[src/rtl/trap_pkg.sv]
// Shared types and constants for the machine-mode trap sequencer.
package trap_pkg;

  typedef enum logic [1:0] {
    ST_IDLE,
    ST_TRAP,
    ST_MRET,
    ST_REDIR
  } state_e;

  localparam logic [3:0] CAUSE_MEI      = 4'd11;
  localparam logic [3:0] CAUSE_MSI      = 4'd3;
  localparam logic [3:0] CAUSE_MTI      = 4'd7;
  localparam logic [3:0] CAUSE_ECALL_M  = 4'd11;
  localparam logic [3:0] CAUSE_ILLEGAL  = 4'd2;

  localparam logic [1:0] MTVEC_DIRECT   = 2'd0;
  localparam logic [1:0] MTVEC_VECTORED = 2'd1;

endpackage

[src/rtl/irq_sync.sv]
// Multi-flop synchroniser for one asynchronous interrupt line, cleared by async reset.
module irq_sync #(
  parameter int STAGES = 2
) (
  input  logic clk,
  input  logic rst_n,
  input  logic d_i,
  output logic q_o
);

  logic [STAGES-1:0] sync_q;

  always_ff @(posedge clk or negedge rst_n) begin
    if (!rst_n) begin
      sync_q <= '0;
    end else begin
      sync_q <= {sync_q[STAGES-2:0], d_i};
    end
  end

  assign q_o = sync_q[STAGES-1];

endmodule

[src/rtl/trap_ctrl.sv]
// Trap sequencer: turns exceptions, interrupts and MRET into CSR hardware writes and a fetch redirect.
module trap_ctrl
  import trap_pkg::*;
#(
  parameter int SYNC_STAGES = 2
) (
  input  logic        clk,
  input  logic        rst_n,
  input  logic        exc_valid,
  input  logic [3:0]  exc_code,
  input  logic [31:0] exc_pc,
  input  logic [31:0] exc_tval,
  input  logic        mret_valid,
  input  logic        int_boundary,
  input  logic [31:0] int_pc,
  input  logic        irq_ext,
  input  logic        irq_tmr,
  input  logic        irq_sw,
  input  logic        mstatus_mie,
  input  logic        mstatus_mpie,
  input  logic        mie_meie,
  input  logic        mie_mtie,
  input  logic        mie_msie,
  input  logic [29:0] mtvec_base,
  input  logic [1:0]  mtvec_mode,
  input  logic [31:0] mepc_value,
  output logic        mepc_wen,
  output logic [31:0] mepc_wdata,
  output logic        mcause_int_wen,
  output logic        mcause_int,
  output logic        mcause_code_wen,
  output logic [30:0] mcause_code,
  output logic        mtval_wen,
  output logic [31:0] mtval_wdata,
  output logic        mpie_wen,
  output logic        mpie_wdata,
  output logic        mie_wen,
  output logic        mie_wdata,
  output logic        mip_meip,
  output logic        mip_mtip,
  output logic        mip_msip,
  output logic        stall,
  output logic        redirect_valid,
  output logic [31:0] redirect_pc,
  input  logic        redirect_ready
);

  state_e      state_q, state_d;
  logic [3:0]  code_q, code_d;
  logic        isInt_q, isInt_d;
  logic [31:0] epc_q, epc_d;
  logic [31:0] tval_q, tval_d;
  logic [31:0] target_q, target_d;
  logic [2:0]  pending;
  logic [31:0] vecBase;

  irq_sync #(.STAGES(SYNC_STAGES)) u_sync_ext (.clk(clk), .rst_n(rst_n), .d_i(irq_ext), .q_o(mip_meip));
  irq_sync #(.STAGES(SYNC_STAGES)) u_sync_tmr (.clk(clk), .rst_n(rst_n), .d_i(irq_tmr), .q_o(mip_mtip));
  irq_sync #(.STAGES(SYNC_STAGES)) u_sync_sw  (.clk(clk), .rst_n(rst_n), .d_i(irq_sw),  .q_o(mip_msip));

  // Ordered so that bit 2 wins, then bit 1, then bit 0: MEI > MSI > MTI.
  assign pending = {mip_meip & mie_meie, mip_msip & mie_msie, mip_mtip & mie_mtie};
  assign vecBase = {mtvec_base, 2'b00};

  always_comb begin
    state_d         = state_q;
    code_d          = code_q;
    isInt_d         = isInt_q;
    epc_d           = epc_q;
    tval_d          = tval_q;
    target_d        = target_q;
    mepc_wen        = 1'b0;
    mepc_wdata      = '0;
    mcause_int_wen  = 1'b0;
    mcause_int      = 1'b0;
    mcause_code_wen = 1'b0;
    mcause_code     = '0;
    mtval_wen       = 1'b0;
    mtval_wdata     = '0;
    mpie_wen        = 1'b0;
    mpie_wdata      = 1'b0;
    mie_wen         = 1'b0;
    mie_wdata       = 1'b0;
    redirect_valid  = 1'b0;
    redirect_pc     = '0;

    unique case (state_q)
      ST_IDLE: begin
        if (exc_valid) begin
          code_d  = exc_code;
          epc_d   = exc_pc;
          tval_d  = exc_tval;
          isInt_d = 1'b0;
          state_d = ST_TRAP;
        end else if (int_boundary && mstatus_mie && (pending != 3'b000)) begin
          if (pending[2])      code_d = CAUSE_MEI;
          else if (pending[1]) code_d = CAUSE_MSI;
          else                 code_d = CAUSE_MTI;
          epc_d   = int_pc;
          tval_d  = '0;
          isInt_d = 1'b1;
          state_d = ST_TRAP;
        end else if (mret_valid) begin
          state_d = ST_MRET;
        end
      end
      ST_TRAP: begin
        mepc_wen        = 1'b1;
        mepc_wdata      = epc_q;
        mcause_int_wen  = 1'b1;
        mcause_int      = isInt_q;
        mcause_code_wen = 1'b1;
        mcause_code     = {27'b0, code_q};
        mtval_wen       = 1'b1;
        mtval_wdata     = tval_q;
        mpie_wen        = 1'b1;
        mpie_wdata      = mstatus_mie;
        mie_wen         = 1'b1;
        mie_wdata       = 1'b0;
        // Modes 2 and 3 fall back to direct.
        if ((mtvec_mode == MTVEC_VECTORED) && isInt_q)
          target_d = vecBase + {26'b0, code_q, 2'b00};
        else
          target_d = vecBase;
        state_d = ST_REDIR;
      end
      ST_MRET: begin
        mpie_wen   = 1'b1;
        mpie_wdata = 1'b1;
        mie_wen    = 1'b1;
        mie_wdata  = mstatus_mpie;
        target_d   = mepc_value;
        state_d    = ST_REDIR;
      end
      ST_REDIR: begin
        redirect_valid = 1'b1;
        redirect_pc    = target_q;
        if (redirect_ready) state_d = ST_IDLE;
      end
      default: state_d = ST_IDLE;
    endcase
  end

  always_ff @(posedge clk or negedge rst_n) begin
    if (!rst_n) begin
      state_q  <= ST_IDLE;
      code_q   <= '0;
      isInt_q  <= 1'b0;
      epc_q    <= '0;
      tval_q   <= '0;
      target_q <= '0;
    end else begin
      state_q  <= state_d;
      code_q   <= code_d;
      isInt_q  <= isInt_d;
      epc_q    <= epc_d;
      tval_q   <= tval_d;
      target_q <= target_d;
    end
  end

  assign stall = (state_q != ST_IDLE);

endmodule

[config.mk]
export PLATFORM = sky130hd
export DESIGN_NAME = trap_ctrl
export DESIGN_NICKNAME = d
export VERILOG_FILES = /design/src/rtl/trap_pkg.sv /design/src/rtl/irq_sync.sv /design/src/rtl/trap_ctrl.sv
export SDC_FILE = /design/constraint.sdc
export NUM_CORES = 1
export LEC_CHECK = 0
export BUFFER_PORTS_ARGS = -buffer_cell sky130_fd_sc_hd__clkbuf_2
export CAP_MARGIN = 20
export CELL_PAD_IN_SITES_DETAIL_PLACEMENT = 1
export CELL_PAD_IN_SITES_GLOBAL_PLACEMENT = 1
export CORE_ASPECT_RATIO = 0.6
export CORE_MARGIN = 2
export CORE_UTILIZATION = 36
export CTS_CLUSTER_DIAMETER = 150
export CTS_CLUSTER_SIZE = 12
export DETAILED_ROUTE_END_ITERATION = 6
export PLACE_DENSITY = 0.95
export SLEW_MARGIN = 20
export SYNTH_ARGS = -nofsm -noshare
export SYNTH_HDL_FRONTEND = slang
export SYNTH_SLANG_ARGS = --single-unit
[constraint.sdc]
create_clock -name clk -period 3.8 [get_ports clk]
set_input_delay 0.19 -clock clk [delete_from_list [all_inputs] [get_ports clk]]
set_output_delay 0.19 -clock clk [all_outputs]
set_load 0.01 [all_outputs]
---- Yosys cells after proc, flatten, opt, wreduce, memory -nomap -nowiden ----
Cells that the tools add are included.
storage, ports and cells
  logic and storage cells ................. 57
  bits of input ports ..................... 178
  memories kept ........................... 0
  output and inout bits ................... 141
  latch bits .............................. 0
  bits in read-only memories .............. 0
  memory bits (writable) .................. 0
  register bits after elaboration ......... 109
operators by class
  shift-type cells ........................ 0
  equality and inequality tests ........... 6
  divide/modulo/power cells ............... 0
  $mul .................................... 0
  add/sub/neg operators ................... 1
  reductions and logical operators ........ 11
  muxes and demuxes ....................... 27
  order comparisons ....................... 0
  bitwise gates (word level) .............. 3
operators with widths
  kind                number
  $mux 32             8
  $pmux 32 s2         1
  $add 32x6->32       1
  $mux 4              4
  $mux 2              4
  $mux 1              7
  $pmux 2 s3          1
  $reduce_bool 2->1   3
  $eq 2x1->1 const B  2
  $eq 2x2->1 const B  2
  $ne 4x4->1 const B  1
  $reduce_and 2->1    2
  $and 1x1->1         3
  $logic_and 1x1->1   3
  $mux 3              1
  $reduce_bool 3->1   1
  $logic_not 2->1     1
  $ne 2x2->1 const B  1
  $pmux 1 s2          1
  $reduce_or 2->1     1

---- Logic depth before layout (Yosys ltp) ----
Gate-level depths: netlist of the first run.
  depth in word-level cells ............... 6
  depth in mapped cells ................... 8
  depth with buffers taken out ............ 7

---- By module ----
From an unflattened synthesis of the first run, not the netlist that was laid out.
second synthesis, totals
  cells, all modules ...................... 643
  area total of the unflattened synthesis .. 6162.2 um^2
modules (own cells, without submodules)
  module     area each (um^2)  cells each  seq. area each (um^2)  times used
  trap_ctrl  6012.0            637         2577.5                 1
  irq_sync   50.0              2           50.0                   3

---- Worst setup path before layout of the first run ----
No wires, ideal clock.
  path kind ............................... reg-to-reg
  start point ............................. reg code_q[0]
  end point ............................... reg target_q[22]
  buffers on the path ..................... 1
  setup slack ............................. 1.608 ns
  period minus slack after synthesis ...... 2.192 ns
  stages on the path, launching flop included .. 8
  data arrival time ....................... 2.066 ns
  data required time ...................... 3.674 ns
  setup time .............................. 0.126 ns
  cells stage by stage .................... dfrtp_1 > ha_1 > fa_1 > a211oi_1 > nor2_1 > clkbuf_1 > a41o_1 > a221o_1
on the way
  word-level cells in the longest chain between the ends .. 3
RTL lines
  element                 line              text
  from (decl)             trap_ctrl.sv:49   logic [3:0] code_q, code_d;
  from (signal assigned)  trap_ctrl.sv:154  code_q <= code_d;
  $add 32x6->32           trap_ctrl.sv:122  target_d = vecBase + {26'b0, code_q, 2'b00};
  $mux 32                 trap_ctrl.sv:121  if ((mtvec_mode == MTVEC_VECTORED) && isInt_q)
  $pmux 32 s2             trap_ctrl.sv:87   unique case (state_q)
  to (signal assigned)    trap_ctrl.sv:158  target_q <= target_d;
  to (decl)               trap_ctrl.sv:53   logic [31:0] target_q, target_d;
No other way between the ends.
A chain may end at the register's enable or synchronous reset.

---- Final worst setup path of the first run ----
  start point ............................. reg state_q[0]
  end point ............................... reg target_q[25]
on the way
  word-level cells in the longest chain between the ends .. 2
  elaborated cells between the ends (all ways) .. 4
  those cells by class .................... 2 x eq/ne; 1 x mux; 1 x reduce/logical
RTL lines
  element                                           line              text
  from (decl)                                       trap_ctrl.sv:48   state_e state_q, state_d;
  from (signal assigned)                            trap_ctrl.sv:153  state_q <= state_d;
  $eq 2x2->1 or $eq 2x1->1 (tied branches)          trap_ctrl.sv:87
  $pmux 32 s2 or $reduce_bool 2->1 (tied branches)  --
Several ways; a longest one is shown, not always the timed one.

==> results.json, run 1 <==
{
  "outcome": "finished clean",
  "antenna_cells": 0,
  "cp.required_ps": 4030,
  "syn_area_sq_mm": 0.006171,
  "io_pins": 319,
  "overflow": 0,
  "post-route-util_pct": 47.58,
  "die_y_um": 105.4,
  "cts_tree": "yes",
  "tightest_slew_ps": 1041,
  "grt_pass1_vias": 5934,
  "cp.arrival_ps": 2930,
  "antenna_found_initial": 0,
  "rows": 37,
  "cts_inserted_buffers": 9,
  "finalSetupViolations": 0,
  "fillers": 2070,
  "cts_sinks": 109,
  "p_switching_mw": 2.477,
  "skew_ps": 11.65,
  "path_max_fanout": 31,
  "stdcell_count": 1141,
  "layout_commonest_cell": "clkbuf_2",
  "drc": 0,
  "dieWidth_um": 173.0,
  "place_congestion": 0.8398,
  "fin_area_sq_mm": 0.008061,
  "irDropWorstVdd_v": 0.0002784,
  "insertion_delay_ps": 340,
  "drv_slew": 0,
  "synth.distinct_cells": 51,
  "seqPwrFrac_pct": 33.7,
  "start_kind": "register",
  "wl_mm": 20.80,
  "vias": 5812,
  "yosys_warnings": 0,
  "grt_max_degree": 101,
  "period_needed_ps": 2698,
  "power.density_mw_per_mm2": 734.2,
  "post-dp-hpwl_mm": 16.45,
  "fin_crit_sh_pct": 71.01,
  "multiInputGateArea_sq_mm": 0.003137,
  "max_cap_viol_count": 0,
  "pwr-share-clk_pct": 17.0,
  "via_per_inst": 5.094,
  "seqCellArea_sq_mm": 0.002728,
  "pwr-share-comb_pct": 49.3,
  "wl_per_cell_um": 18.23,
  "mostFrequentLayoutCells": "clkbuf_2, dfrtp_1, and2_1",
  "timing.fmax_ghz": 0.3706,
  "power.internal_mw": 3.442,
  "finalPower_mw": 5.919,
  "syn_avg_cell_area_sq_um": 9.733,
  "hold_violations": 0,
  "relSlewSlack_pct": 30.57,
  "root_buffer": "clkbuf_16",
  "cts-resized-gates": 0,
  "hp-class": "input pin to register",
  "postCtsSetupBuffers": 0,
  "placed_cells": 1120,
  "syn_inst": 634,
  "grt_pass1_wl_mm": 32.86,
  "setup_tns_ps": 0,
  "rsz0062_at_grt": "false",
  "worst_slack_ps": 1102,
  "port-buffer-count": 291,
  "timing.hold.ws_ps": 57.05,
  "die_area_sq_mm": 0.01824,
  "grt_usage_pct": 22.80,
  "coreArea_sq_mm": 0.01694,
  "yosysSeqAreaShare_pct": 44.20,
  "place_ws_ps": 1154,
  "leakagePower_nw": 4.188,
  "critPathKind": "register to register",
  "end_kind": "register",
  "synth_seq_cells": 109,
  "drtIter0Drc": 360,
  "cts_buffer_depth": 2,
  "cts_max_level": 3,
  "clkTransAtPathRegs_ps": 80,
  "nets": 1090,
  "detail-route-antenna-nets": 0,
  "drt_first_pass_iters": 5,
  "drive_gt1_share_pct": 36.38,
  "initial_core_util_pct": 36.42,
  "switching_share_pct": 41.86,
  "area_growth_pct": 30.64,
  "dpl_cell_area_sq_mm": 0.007691
}
synth_stat cells, drive strengths merged:
cell type,count,area [sq um]
a211o,1,8.760
a211oi,2,15.01
a21o,3,22.52
a21oi,11,55.05
a221o,5,50.05
a221oi,1,8.760
a222oi,1,10.01
a22o,37,324.1
a22oi,21,157.7
a31oi,2,12.51
a41o,2,20.02
and2,106,664.4
and3,4,25.02
and3b,1,10.01
and4,4,35.03
buf,36,255.2
clkbuf,35,131.4
conb,1,3.750
dfrtp,109,2728
fa,1,20.02
ha,9,112.6
inv,9,33.78
mux2,2,22.52
mux2i,34,340.3
nand2,49,183.9
nand2b,2,12.51
nand3,10,50.05
nand3b,1,20.02
nand4,13,81.33
nand4b,3,26.28
nor2,15,56.30
nor2b,2,12.51
nor3,3,26.28
nor4,5,37.53
o211a,1,10.01
o21ai,62,317.8
o21bai,1,7.510
o22a,3,26.28
o22ai,1,6.260
o2bb2ai,2,17.52
or3,1,11.26
xnor2,6,52.55
xor2,17,148.9
power groups by stage:
| stage | combinational (mW) | sequential, mW | clock [mW] |
|---|---|---|---|
| global placement | 2.78 | 1.98 | 0 |
| CTS | 2.93 | 1.99 | 1.04 |
| detailed placement | 2.93 | 2.01 | 0 |
| floorplan | 2.00 | 1.90 | 0 |
| global route | 3.24 | 2.06 | 1.08 |
| finish | 2.92 | 1.99 | 1.00 |
routing by layer:
layer	part of all wire (%)	up-vias	GRT usage, %	wire, um
met2	46	238	36.26	9534
li1	-	2708	-	-
met5	0	-	0	0
met4	1.9	0	5.751	398
met3	7.6	29	5.411	1578
met1	45	2837	31.37	9285
final timing paths:
path,startpoint,end,slack (ps),cells past startpoint
max,state_q[0]$_DFFE_PN0P_,target_q[25]$_DFFE_PN0P_,1100,7
min,exc_code[1],code_q[1]$_DFFE_PN0P_,60,2
max reg2reg,state_q[0]$_DFFE_PN0P_,target_q[25]$_DFFE_PN0P_,1100,7
min reg2reg,u_sync_ext.sync_q[0]$_DFF_PN0_,u_sync_ext.sync_q[1]$_DFF_PN0_,360,0
max in group asynchronous,rst_n,tval_q[9]$_DFFE_PN0P_,2650,3
min in group asynchronous,rst_n,u_sync_ext.sync_q[0]$_DFF_PN0_,260,2
cell type report:
cell class | instances | area share [%]
Multi-Input combinational cell | 471 | 38.91
Sequential cell | 109 | 33.84
Timing Repair Buffer | 302 | 19.25
Tap cell | 234 | 3.632
Clock buffer | 9 | 2.794
Clock inverter | 7 | 1.164
Inverter | 9 | 0.4191
state kept, by name (all words and copies together) (netlist names):
signal             flops
u_sync_sw.sync_q       2
tval_q                32
epc_q                 32
isInt_q                1
u_sync_ext.sync_q      2
code_q                 4
state_q                2
u_sync_tmr.sync_q      2
target_q              32
critical path, cell delays in order (launching register included):
cell     delay, ps
dfrtp_1        420
inv_1          100
ha_1           510
inv_2          510
nor2_2         190
buf_4          260
a221o_1        360
a211o_1        230
repair_timing:
item | in CTS | in global routing
endpoints found under the hold margin | 22 | 0
setup endpoints to repair | 0 | 0
hold buffers | 4 | 0
kinds of logic (layout without fill, tap and decap cells):
| kind of cell | count (synthesis) | after routing | synth area share, % |
|---|---|---|---|
| AOI/OAI and AO/OA | 156 | 156 | 17.34 |
| xor gates and xnor gates | 23 | 23 | 3.264 |
| adders and majority gates | 10 | 10 | 2.149 |
| buffers and inverters | 80 | 327 | 6.813 |
| DFF | 109 | 109 | 44.20 |
| muxes | 36 | 36 | 5.880 |
| other | 1 | 27 | 0.06077 |
| and+or+nand+nor | 219 | 219 | 20.30 |
Power figures use the tool's default switching activity.
==> run 2: changes to the inputs <==
- CORE_UTILIZATION: 36 -> 33
- PLACE_DENSITY: 0.95 -> 0.91
- clock period: 3.8 -> 2.58 ns (I/O delays scaled with it)
==> run 2 against run 1 <==
Net effect: via count rose by 1.5%; sequential share of layout area is 1.2 points lower; clock power is 47% higher; routed wire length is 6.7% higher; worst setup slack got worse by 880 ps; largest cell class unchanged; sequential power is 48% higher; clock-buffer cell count is the same; clock skew decreased by 0.77 ps; first-iteration DRC count shrank 35%; sequential cell count unchanged.
==> results.json, run 2 (synthesized netlist as in run 1, its figures left out) <==
{
  "outcome": "finished clean",
  "grt_pass1_vias": 5970,
  "fin_crit_sh_pct": 91.56,
  "setup_tns_ps": 0,
  "postCtsSetupBuffers": 0,
  "leakagePower_nw": 4.321,
  "power.density_mw_per_mm2": 1069,
  "rows": 38,
  "seqPwrFrac_pct": 32.9,
  "wl_mm": 22.19,
  "period_needed_ps": 2362,
  "irDropWorstVdd_v": 0.0004573,
  "path_max_fanout": 9,
  "switching_share_pct": 41.83,
  "pwr-share-clk_pct": 16.4,
  "pwr-share-comb_pct": 50.7,
  "cts_inserted_buffers": 9,
  "drt_first_pass_iters": 4,
  "mostFrequentLayoutCells": "clkbuf_2, dfrtp_1, and2_1",
  "nets": 1119,
  "power.internal_mw": 5.197,
  "hold_violations": 0,
  "timing.fmax_ghz": 0.4233,
  "place_congestion": 0.8637,
  "cts_buffer_depth": 2,
  "area_growth_pct": 35.44,
  "skew_ps": 10.88,
  "dieWidth_um": 180.5,
  "crit_slowest_cell": "nor2_1",
  "ctsHoldBuffers": 22,
  "cp_top_family": "compound AO/OA/AOI/OAI gates",
  "finalSetupViolations": 0,
  "die_area_sq_mm": 0.01985,
  "reg_top3": "epc_q (32), target_q (32), tval_q (32)",
  "coreArea_sq_mm": 0.01821,
  "overflow": 0,
  "wl_per_cell_um": 18.83,
  "antenna_found_initial": 2,
  "port-buffer-count": 291,
  "vias": 5902,
  "via_per_inst": 5.010,
  "fillers": 2161,
  "drtIter0Drc": 235,
  "hp-class": "input pin to register",
  "clkTransAtPathRegs_ps": 80,
  "grt_usage_pct": 21.60,
  "relSlewSlack_pct": 49.17,
  "cp.arrival_ps": 2590,
  "initial_core_util_pct": 33.89,
  "timing.hold.ws_ps": 12.58,
  "post-dp-hpwl_mm": 17.29,
  "die_y_um": 109.9,
  "grt_max_degree": 59,
  "cts_max_level": 3,
  "finalPower_mw": 8.935,
  "rsz0062_at_grt": "false",
  "root_buffer": "clkbuf_16",
  "io_pins": 319,
  "detail-route-antenna-nets": 0,
  "cp_num_buf_inv": 0,
  "p_switching_mw": 3.738,
  "drv_slew": 0,
  "max_stage_delay_ps": 590,
  "drc": 0,
  "grt_pass1_wl_mm": 33.54,
  "max_cap_viol_count": 0,
  "layout_commonest_cell": "clkbuf_2",
  "path_cells": "ha_1, fa_1, a211oi_1, nor2_1, a31oi_1, a41o_1, a221o_1",
  "tightest_slew_ps": 762.5,
  "critPathKind": "register to register",
  "cts_tree": "yes",
  "insertion_delay_ps": 340,
  "cts-resized-gates": 0,
  "drive_gt1_share_pct": 36.22,
  "end_kind": "register",
  "cts_sinks": 109,
  "start_kind": "register",
  "cp.required_ps": 2810
}
-- run 2: changes by cell type in the layout (fill, tap and decap cells not counted), sizes merged --
cell         delta
buf            +11
clkinv          -3
clkinvlp        +2
diode           +2
dlygate4sd3    +18
inv             +1
-- run 2: path summary, 6_finish.rpt --
| check | from | to | slack [ps] | cells after the start |
|---|---|---|---|---|
| hold reg to reg | u_sync_tmr.sync_q[0]$_DFF_PN0_ | u_sync_tmr.sync_q[1]$_DFF_PN0_ | 350 | 0 |
| max in group asynchronous | rst_n | tval_q[24]$_DFFE_PN0P_ | 1550 | 3 |
| setup reg to reg | code_q[0]$_DFFE_PN0P_ | target_q[22]$_DFFE_PN0P_ | 220 | 7 |
| hold / removal | mepc_value[17] | target_q[17]$_DFFE_PN0P_ | 10 | 3 |
| setup / recovery | code_q[0]$_DFFE_PN0P_ | target_q[22]$_DFFE_PN0P_ | 220 | 7 |
| min in group asynchronous | rst_n | target_q[11]$_DFFE_PN0P_ | 280 | 2 |
-- run 2: worst reg2reg max path: stages (launching register included) --
cell,delay [ps]
dfrtp_1,380
ha_1,220
fa_1,250
a211oi_1,110
nor2_1,590
a31oi_1,180
a41o_1,250
a221o_1,270
-- run 2: final cells by class --
cell class                 count  area (sq um)  area share, %
multi-input combinational    471          3133          37.48
sequential                   109          2728          32.63
timing repair buffer         331          1852          22.16
tap                          240         300.3          3.593
clock buffer                   9         225.2          2.695
clock inverter                 7         81.33         0.9731
inverter                       9         33.78         0.4042
antenna                        2         5.005        0.05988
-- run 2: metrics by stage --
| stage | instances | utilization (%) | instance area [sq um] | setup WS [ps] |
|---|---|---|---|---|
| 6_report | 1178 | 45.90 | 8358 | 217.6 |
| 5_1_grt | 1177 | 45.88 | 8356 | 36.75 |
| 4_1_cts | 1176 | 45.87 | 8353 | 275.8 |
| 3_5_place_dp | 1138 | 42.98 | 7826 | 288.4 |
| 3_3_place_gp | 1138 | 42.98 | 7826 | 361.9 |
| 2_1_floorplan | 660 | - | 6269 | 387.9 |
-- run 2: metal layers --
metal | global-route usage (%) | vias up | wire (um)
met5 | 0 | - | 0
met4 | 5.818 | 0 | 329
met3 | 6.757 | 21 | 1750
met2 | 34.87 | 230 | 10390
met1 | 28.24 | 2881 | 9715
li1 | - | 2770 | -
-- run 2: power by group through the flow --
stage | Combinational (mW) | Sequential, mW | Clock (mW)
after floorplan | 2.95 | 2.79 | 0
after global placement | 4.30 | 2.91 | 0
after detailed placement | 4.51 | 2.95 | 0
after CTS | 4.55 | 2.93 | 1.52
after global routing | 4.99 | 3.03 | 1.59
final | 4.53 | 2.94 | 1.47
==> run 3: changes to the inputs <==
- ABC_AREA: not set -> 1
- CORE_UTILIZATION: 33 -> 29
- PLACE_DENSITY: 0.91 -> 0.88
- clock period: 2.58 -> 2 ns (I/O delays scaled with it)
==> run 3 against run 2 <==
Net effect: synthesized cell count grew 52%; routed wire length grew 43%; area after synthesis grew 9.2%; via count grew 37%; first-iteration DRC count grew 100%; critical endpoint is now target_q[12]$_DFFE_PN0P_; register-to-register slack lost 150 ps; highest routed layer unchanged; clock skew grew 2.8 ps; non-clock buffer count grew 108.
==> results.json, run 3 <==
{
  "relSlewSlack_pct": 62.53,
  "cp.arrival_ps": 2230,
  "via_per_inst": 4.801,
  "grt_usage_pct": 24.96,
  "fin_area_sq_mm": 0.01015,
  "fin_crit_sh_pct": 96.85,
  "grt_pass1_vias": 8360,
  "dieWidth_um": 200.8,
  "reg_top3": "epc_q (32), target_q (32), tval_q (32)",
  "synth-async-reset-ratio_pct": 100.0,
  "die_y_um": 122.1,
  "outcome": "finished clean",
  "max_cap_viol_count": 0,
  "path_max_fanout": 10,
  "wl_mm": 31.77,
  "power.density_mw_per_mm2": 1319,
  "cp_top_family": "buffers and inverters",
  "ys.flop_type": "dfrtp_1",
  "irDropWorstVdd_v": 0.0005206,
  "vias": 8099,
  "start_kind": "register",
  "grt_max_degree": 75,
  "yosys-top-cells-count": "nand2_1, inv_1, dfrtp_1",
  "finalSetupViolations": 0,
  "placed_cells": 1547,
  "yosysMostFrequentCell": "nand2_1",
  "cts_tree": "yes",
  "insertion_delay_ps": 360,
  "detail-route-antenna-nets": 0,
  "synth_top_cell_by_area": "dfrtp_1",
  "nets": 1552,
  "stdcell_count": 1687,
  "drive_gt1_share_pct": 27.61,
  "drv_slew": 0,
  "skew_ps": 13.70,
  "cts_buffer_depth": 2,
  "end_kind": "register",
  "clkTransAtPathRegs_ps": 80,
  "rows": 43,
  "yosys_warnings": 0,
  "synth-edff-count": 0,
  "hp-class": "input pin to register",
  "use_met2_pct": 40.69,
  "post-dp-hpwl_mm": 20.70,
  "initial_core_util_pct": 29.33,
  "cp.required_ps": 2300,
  "port-buffer-count": 291,
  "place_congestion": 0.9357,
  "overflow": 0,
  "mostFrequentLayoutCells": "nand2_1, clkbuf_2, inv_1",
  "cp_common_cell": "inv_1",
  "wl_per_cell_um": 18.83,
  "leakagePower_nw": 5.939,
  "ys_top_cells_by_area": "dfrtp_1, nand2_1, inv_1, a22o_1, nor2_1",
  "timing.fmax_ghz": 0.5163,
  "die_area_sq_mm": 0.02451,
  "coreArea_sq_mm": 0.02297,
  "post-route-util_pct": 44.19,
  "syn_inst": 963,
  "path_cells": "inv_2, ha_4, inv_1, nor2_1, inv_1, buf_4, a31oi_1, o21ai_0, nand3_1",
  "area_growth_pct": 50.63,
  "io_pins": 319,
  "drc": 0,
  "critPathKind": "register to register",
  "syn_area_sq_mm": 0.006739,
  "drt_first_pass_iters": 4,
  "cts_max_level": 3,
  "tightest_slew_ps": 560.0,
  "layout_commonest_cell": "nand2_1",
  "antenna_found_initial": 3,
  "yosysTopAreaCellShare_pct": 40.48,
  "drtIter0Drc": 480,
  "max_stage_delay_ps": 420,
  "met3_usage_pct": 5.190,
  "synth_seq_cells": 109,
  "crit_slowest_cell": "dfrtp_1",
  "dpl_cell_area_sq_mm": 0.008534,
  "cts_sinks": 109,
  "cp_num_buf_inv": 4,
  "grtUsageMet1_pct": 32.85,
  "cts_inserted_buffers": 9,
  "synth.distinct_cells": 38,
  "period_needed_ps": 1937,
  "root_buffer": "clkbuf_16",
  "hold_violations": 0,
  "busiest_layer": "met2",
  "syn_avg_cell_area_sq_um": 6.998,
  "grt_pass1_wl_mm": 47.27,
  "yosysSeqAreaShare_pct": 40.48
}
-- run 3: changes by cell type in the layout (fill, tap and decap cells not counted), sizes merged, moves of 28 or more --
cell | previous run | this run
a31oi | 2 | 34
and2 | 106 | 0
dlygate4sd3 | 22 | 112
inv | 12 | 144
mux2i | 34 | 0
nand2 | 49 | 364
nand3 | 10 | 38
nor2 | 15 | 88
o21ai | 62 | 20
-- run 3: tightest hold or removal path, stage by stage --
cell      delay, ps
clkbuf_2        100
nand2_1          60
o211ai_1         80
-- run 3: metrics by stage --
step | hold WS (ps) | setup slack (ps) | power [mW] | TNS, ps
floorplan | -195.6 | 183.9 | 7.949 | 0
global placement | 127.2 | 117.2 | 10.40 | 0
detailed placement | 134.2 | 48.01 | 10.70 | 0
CTS | 8.399 | 21.75 | 12.89 | 0
global route | 33.18 | -31.35 | 14.38 | -127.9
finish | 32.14 | 63.04 | 13.39 | 0
-- run 3: cell type report --
| cell class | instances | area (sq um) |
|---|---|---|
| Timing Repair Buffer | 439 | 2948 |
| Clock buffer | 12 | 246.5 |
| Antenna cell | 3 | 7.507 |
| Multi-Input combinational cell | 662 | 3233 |
| Fill cell | 2912 | 12820 |
| Tap cell | 315 | 394.1 |
| Sequential cell | 109 | 2729 |
| Clock inverter | 4 | 56.30 |
| Inverter | 143 | 536.8 |
-- run 3: cell families after synthesis --
group | after synthesis | synth area share [%]
AND/OR/NAND/NOR | 507 | 30.95
buffers and inverters | 218 | 14.24
AO/OA/AOI/OAI | 115 | 11.92
flip-flops | 109 | 40.48
adder cells (fa/ha/maj) | 10 | 1.968
XOR/XNOR | 3 | 0.3900
other | 1 | 0.05565
-- run 3: what timing repair did --
item                                    in CTS  in global routing
buffers inserted                             1                  6
gates cloned                                 0                  2
hold buffers                               112                  0
endpoints found under the hold margin      113                  0
endpoints found under the setup margin       1                 87
pin swaps                                    0                  8
gates resized for setup                      1                 16
-- run 3: metal layers --
metal / share of wire (%) / vias up
met5: 0 / -
met4: 3.1 / 0
met3: 6.6 / 60
met2: 47 / 349
met1: 44 / 3940
li1: - / 3750
-- run 3: report_power, final --
group | switching, mW | internal (mW)
logic | 4.60 | 2.95
clock network | 0.883 | 1.02
registers | 0.670 | 3.27
-- run 3: final timing paths --
path,startpoint,end,slack [ps],cells after the start
worst max-delay path,state_q[1]$_DFFE_PN0P_,target_q[12]$_DFFE_PN0P_,60,9
worst min-delay path,mepc_value[8],target_q[8]$_DFFE_PN0P_,30,3
worst max register to register,state_q[1]$_DFFE_PN0P_,target_q[12]$_DFFE_PN0P_,60,9
worst min register to register,u_sync_tmr.sync_q[0]$_DFF_PN0_,u_sync_tmr.sync_q[1]$_DFF_PN0_,360,0
max in group asynchronous,rst_n,epc_q[8]$_DFFE_PN0P_,980,3
min in group asynchronous,rst_n,epc_q[13]$_DFFE_PN0P_,270,2
